File: config.mk
export PLATFORM = sky130hd
export DESIGN_NAME = split_n
export DESIGN_NICKNAME = d
export VERILOG_FILES = /design/src/rtl/split_pkg.sv /design/src/rtl/split_branch.sv /design/src/rtl/split_n.sv
export SDC_FILE = /design/constraint.sdc
export NUM_CORES = 1
export LEC_CHECK = 0
export CORE_ASPECT_RATIO = 0.8
export CORE_MARGIN = 8
export CORE_UTILIZATION = 25
export CTS_BUF_LIST = sky130_fd_sc_hd__clkbuf_4 sky130_fd_sc_hd__clkbuf_8
export DETAILED_ROUTE_END_ITERATION = 8
export PLACE_DENSITY = 0.54
export SLEW_MARGIN = 20
export SYNTH_ARGS = -nofsm -noshare
export SYNTH_HDL_FRONTEND = slang
export SYNTH_SLANG_ARGS = --single-unit
File: constraint.sdc
create_clock -name clk -period 2.4 [get_ports clk]
set_clock_uncertainty 0.1 [all_clocks]
set_input_delay 0.48 -clock clk [delete_from_list [all_inputs] [get_ports clk]]
set_output_delay 0.48 -clock clk [all_outputs]
set_load 0.02 [all_outputs]
File: src/rtl/split_pkg.sv
// Shared types and reset values for the N-way four-phase fork.
package split_pkg;

    typedef enum logic [1:0] {
        IDLE = 2'd0,
        FWD  = 2'd1,
        ACK  = 2'd2,
        RTZ  = 2'd3
    } split_state_e;

    // Per-branch eager tracker: request out, wait for ack low, then report done.
    typedef enum logic [1:0] {
        BR_IDLE = 2'd0,
        BR_REQ  = 2'd1,
        BR_LOW  = 2'd2,
        BR_DONE = 2'd3
    } split_branch_e;

    localparam split_state_e  RST_STATE    = IDLE;
    localparam split_branch_e RST_BR_STATE = BR_IDLE;
    localparam logic          RST_ACK      = 1'b0;
    localparam logic          RST_REQ      = 1'b0;
    localparam logic          RST_DONE     = 1'b0;

endpackage

File: src/rtl/split_branch.sv
// Eager-mode branch tracker: runs one full four-phase cycle per token and
// holds done until the fork retires the token.
module split_branch
    import split_pkg::*;
(
    input  logic clk,
    input  logic rst,
    input  logic go,
    input  logic retire,
    input  logic ack,
    output logic req,
    output logic done
);

    split_branch_e state, state_nx;
    logic          req_nx;
    logic          done_nx;

    always_ff @(posedge clk or posedge rst) begin
        if (rst) begin
            state <= RST_BR_STATE;
            req   <= RST_REQ;
            done  <= RST_DONE;
        end else begin
            state <= state_nx;
            req   <= req_nx;
            done  <= done_nx;
        end
    end

    always_comb begin
        state_nx = state;
        req_nx   = req;
        done_nx  = done;
        case (state)
            BR_IDLE: if (go) begin
                state_nx = BR_REQ;
                req_nx   = 1'b1;
            end
            BR_REQ: if (ack) begin
                state_nx = BR_LOW;
                req_nx   = 1'b0;
            end
            BR_LOW: if (!ack) begin
                state_nx = BR_DONE;
                done_nx  = 1'b1;
            end
            BR_DONE: if (retire) begin
                state_nx = BR_IDLE;
                done_nx  = 1'b0;
            end
            default: state_nx = BR_IDLE;
        endcase
    end

endmodule

File: src/rtl/split_n.sv
// N-way clocked fork for four-phase req/ack channels: one input token is
// broadcast to every enabled branch, lazy (lock-step) or eager (per branch).
module split_n
    import split_pkg::*;
#(
    parameter int unsigned    N     = 2,
    parameter int unsigned    W     = 8,
    parameter bit             EAGER = 1'b0,
    parameter logic [N-1:0]   MASK  = {N{1'b1}}
) (
    input  logic         clk,
    input  logic         rst,
    input  logic         r_i,
    output logic         a_i,
    input  logic [W-1:0] d_i,
    output logic [N-1:0] r_o,
    input  logic [N-1:0] a_o,
    output logic [W-1:0] d_o
);

    split_state_e state, state_nx;
    logic         a_i_nx;
    logic [W-1:0] d_o_nx;
    logic         go;
    logic         retire;
    logic [N-1:0] done;
    logic         all_ack;
    logic         all_low;
    logic         all_done;

    // Masked acks are ignored entirely; masked branches count as done.
    assign all_ack  = (a_o & MASK) == MASK;
    assign all_low  = (a_o & MASK) == '0;
    assign all_done = &(done | ~MASK);

    always_ff @(posedge clk or posedge rst) begin
        if (rst) begin
            state <= RST_STATE;
            a_i   <= RST_ACK;
            d_o   <= '0;
        end else begin
            state <= state_nx;
            a_i   <= a_i_nx;
            d_o   <= d_o_nx;
        end
    end

    // retire drops lazy requests on ACK->RTZ and clears eager done bits on FWD->ACK.
    always_comb begin
        state_nx = state;
        a_i_nx   = a_i;
        d_o_nx   = d_o;
        go       = 1'b0;
        retire   = 1'b0;
        case (state)
            IDLE: if (r_i) begin
                d_o_nx = d_i;
                if (MASK == '0) begin
                    state_nx = ACK;
                    a_i_nx   = 1'b1;
                end else begin
                    state_nx = FWD;
                    go       = 1'b1;
                end
            end
            FWD: if (EAGER ? all_done : all_ack) begin
                state_nx = ACK;
                a_i_nx   = 1'b1;
                retire   = EAGER;
            end
            ACK: if (!r_i) begin
                if (EAGER || (MASK == '0)) begin
                    state_nx = IDLE;
                    a_i_nx   = 1'b0;
                end else begin
                    state_nx = RTZ;
                    retire   = 1'b1;
                end
            end
            RTZ: if (all_low) begin
                state_nx = IDLE;
                a_i_nx   = 1'b0;
            end
            default: state_nx = IDLE;
        endcase
    end

    generate
        if (EAGER) begin : g_eager
            for (genvar k = 0; k < int'(N); k++) begin : g_br
                split_branch u_br (
                    .clk    (clk),
                    .rst    (rst),
                    .go     (go & MASK[k]),
                    .retire (retire),
                    .ack    (a_o[k]),
                    .req    (r_o[k]),
                    .done   (done[k])
                );
            end
        end else begin : g_lazy
            logic [N-1:0] req_q;

            always_ff @(posedge clk or posedge rst) begin
                if (rst)         req_q <= {N{RST_REQ}};
                else if (go)     req_q <= MASK;
                else if (retire) req_q <= '0;
            end

            assign r_o  = req_q;
            assign done = '0;
        end
    endgenerate

endmodule

==> results.json <==
{
  "min_from": "d_o[6]$_DFFE_PP0P_",
  "hold_viol": 0,
  "synthTopCellsByArea": "dfrtp_1 (51%), mux2_2 (15%), ha_1 (8.5%)",
  "root_buffer": "clkbuf_4",
  "clock_path_buffers": 2,
  "ioPinCount": 24,
  "synth_edf_count": 0,
  "worstSetupEndpointType": "primary output",
  "fin_crit_sh": 0.769,
  "synth_fp_nets": 64,
  "drive_gt1_frac": 0.233,
  "drt_pass1_iterations": 2,
  "ys_types": 19,
  "fp-row-count": 15,
  "drt_wl_total_um": 1270,
  "clock-sinks": 12,
  "wl_per_cell_um": 13.0,
  "final.setup.tns_ps": 0,
  "arrival_ps": 1270,
  "yosysWarnings": 0,
  "hold_class": "reg -> reg",
  "dieHeight_um": 59.5,
  "path_cells": "clkdlybuf4s50_1",
  "crit_path_max_fanout": 4,
  "ys.flop_type": "dfrtp_1",
  "io_buffers": 23,
  "yosys.area.top_type": "dfrtp_1",
  "post_cts_buffers": 0,
  "grt_pass1_vias": 466,
  "max_slew_margin": 0.697,
  "ys_top_cells_by_count": "dfrtp_1 (12), mux2_2 (8), ha_1 (4), inv_1 (4)",
  "yosys_register_bits": 12,
  "dr_total_vias": 424,
  "synth-async-reset-ratio": 1.00,
  "n_antenna_cell": 0,
  "track_usage": 0.0672,
  "fin_area_um2": 882,
  "core_area_um2": 2200,
  "ctsResizeCount": 0,
  "final_util": 0.402,
  "crit_start": "r_o[0]$_DFFE_PP0P_",
  "areaGrowthSynthToFinish_pct": 49.0,
  "drc_errors": 0,
  "yosysMostFrequentCell": "dfrtp_1",
  "initial_core_util": 0.270,
  "yosysSeqAreaShare": 0.507,
  "drv_cap": 0,
  "clk_pin_slew_ps": 70,
  "postSynthCellCount": 47,
  "initialDrtViolationCount": 4,
  "clock_latency_ps": 270,
  "maxSlewViolCount": 0,
  "cp_top_family": "buffers and inverters",
  "reg2reg_from": "state[0]$_DFFE_PP0P_",
  "status": "complete, no violations",
  "crit_buf_inv": 1,
  "grt_max_degree": 13,
  "synth.avg_cell_area_um2": 12.6,
  "cp-start-kind": "flip-flop",
  "hpwl_um": 992,
  "critPathKind": "reg -> out",
  "cts_made_buffers": 3,
  "dieWidth_um": 70.4,
  "syn_area_um2": 592,
  "min_period_ps": 1850,
  "viasPerCell": 4.33,
  "worst_path_max_delay_cell": "clkdlybuf4s50_1",
  "globalRouteOverflowTotal": 0,
  "max_stage_delay_ps": 620,
  "cts_tree": "built",
  "ir_drop_uv": 692,
  "nets": 91,
  "p_leak_uw": 0.000379,
  "powerDensity_nw_per_um2": 1290,
  "antenna_found_initial": 0,
  "dieArea_um2": 4190,
  "worst_pin_slew_ps": 455,
  "cts-hold-fix-buffers": 0,
  "setup_viol": 0,
  "fmax_mhz": 542,
  "gp_routability_congestion": 0.683,
  "crit_required_ps": 1820,
  "rsz0062_at_grt": "no",
  "placed_cell_area_um2": 846,
  "htree_num_levels": 1,
  "ant_nets": 0,
  "synth_top_area_share": 0.507,
  "grt_pass1_wl_um": 2170
}
==> cell usage in the layout (no fill, tap or decap), drive strengths merged <==
cell / instances
nor3: 1
nand2b: 1
or3: 1
clkdlybuf4s50: 23
o21ai: 4
and2: 1
a21boi: 1
clkbuf: 4
nor3b: 1
dfrtp: 12
a31oi: 1
mux2: 8
a21oi: 2
ha: 4
nand2: 3
inv: 4
nor2: 1
a31o: 1
==> layout make-up <==
cell class	count	area, um2
sequential	12	300
tap	25	31.3
multi-input combinational	30	269
timing repair buffer	23	230
fill	215	1310
inverter	4	15.0
clock buffer	4	36.3
==> flip-flops by register name (all words and copies together), names as in the netlist <==
name   cells
a_i        1
d_o        8
state      2
r_o        1
==> per-layer routing <==
layer / up-vias / track usage / share of wire
met3: 2 / 0.0419 / 0.11
met2: 20 / 0.0863 / 0.41
met5: - / 0 / 0
met1: 191 / 0.0803 / 0.46
met4: 0 / 0.0429 / 0.021
li1: 211 / - / -
==> power by group <==
group	switching (uW)	internal, uW	total, uW
clock	65.0	92.1	157
sequential	61.5	301	362
combinational	292	325	617
==> cells by family (layout without fill, tap and decap cells) <==
kind of cell,count (synthesis),after routing,synth area share
multiplexers,8,8,0.152
buffers and inverters,5,31,0.0381
AO/OA/AOI/OAI,9,9,0.114
adder cells (fa/ha/maj),4,4,0.0846
AND/OR/NAND/NOR,9,9,0.104
flip-flops,12,12,0.507
==> worst paths after layout <==
kind | end | slack, ps | cells past startpoint
max | r_o[1] | 550 | 1
min | d_o[6]$_DFFE_PP0P_ | 410 | 1
max reg2reg | d_o[0]$_DFFE_PP0P_ | 710 | 4
min reg2reg | d_o[6]$_DFFE_PP0P_ | 410 | 1
max in group asynchronous | d_o[6]$_DFFE_PP0P_ | 1470 | 2
min in group asynchronous | d_o[1]$_DFFE_PP0P_ | 420 | 2
==> through the flow <==
step | hold WS, ps | worst slack, ps | std cells | total power [uW]
2_1_floorplan | 245 | 904 | 47 | 749
3_3_place_gp | 386 | 511 | 94 | 987
3_5_place_dp | 392 | 495 | 94 | 990
4_1_cts | 410 | 523 | 98 | 1160
5_1_grt | 439 | 488 | 98 | 1230
6_report | 409 | 553 | 98 | 1140
Power figures use the tool's default switching activity.
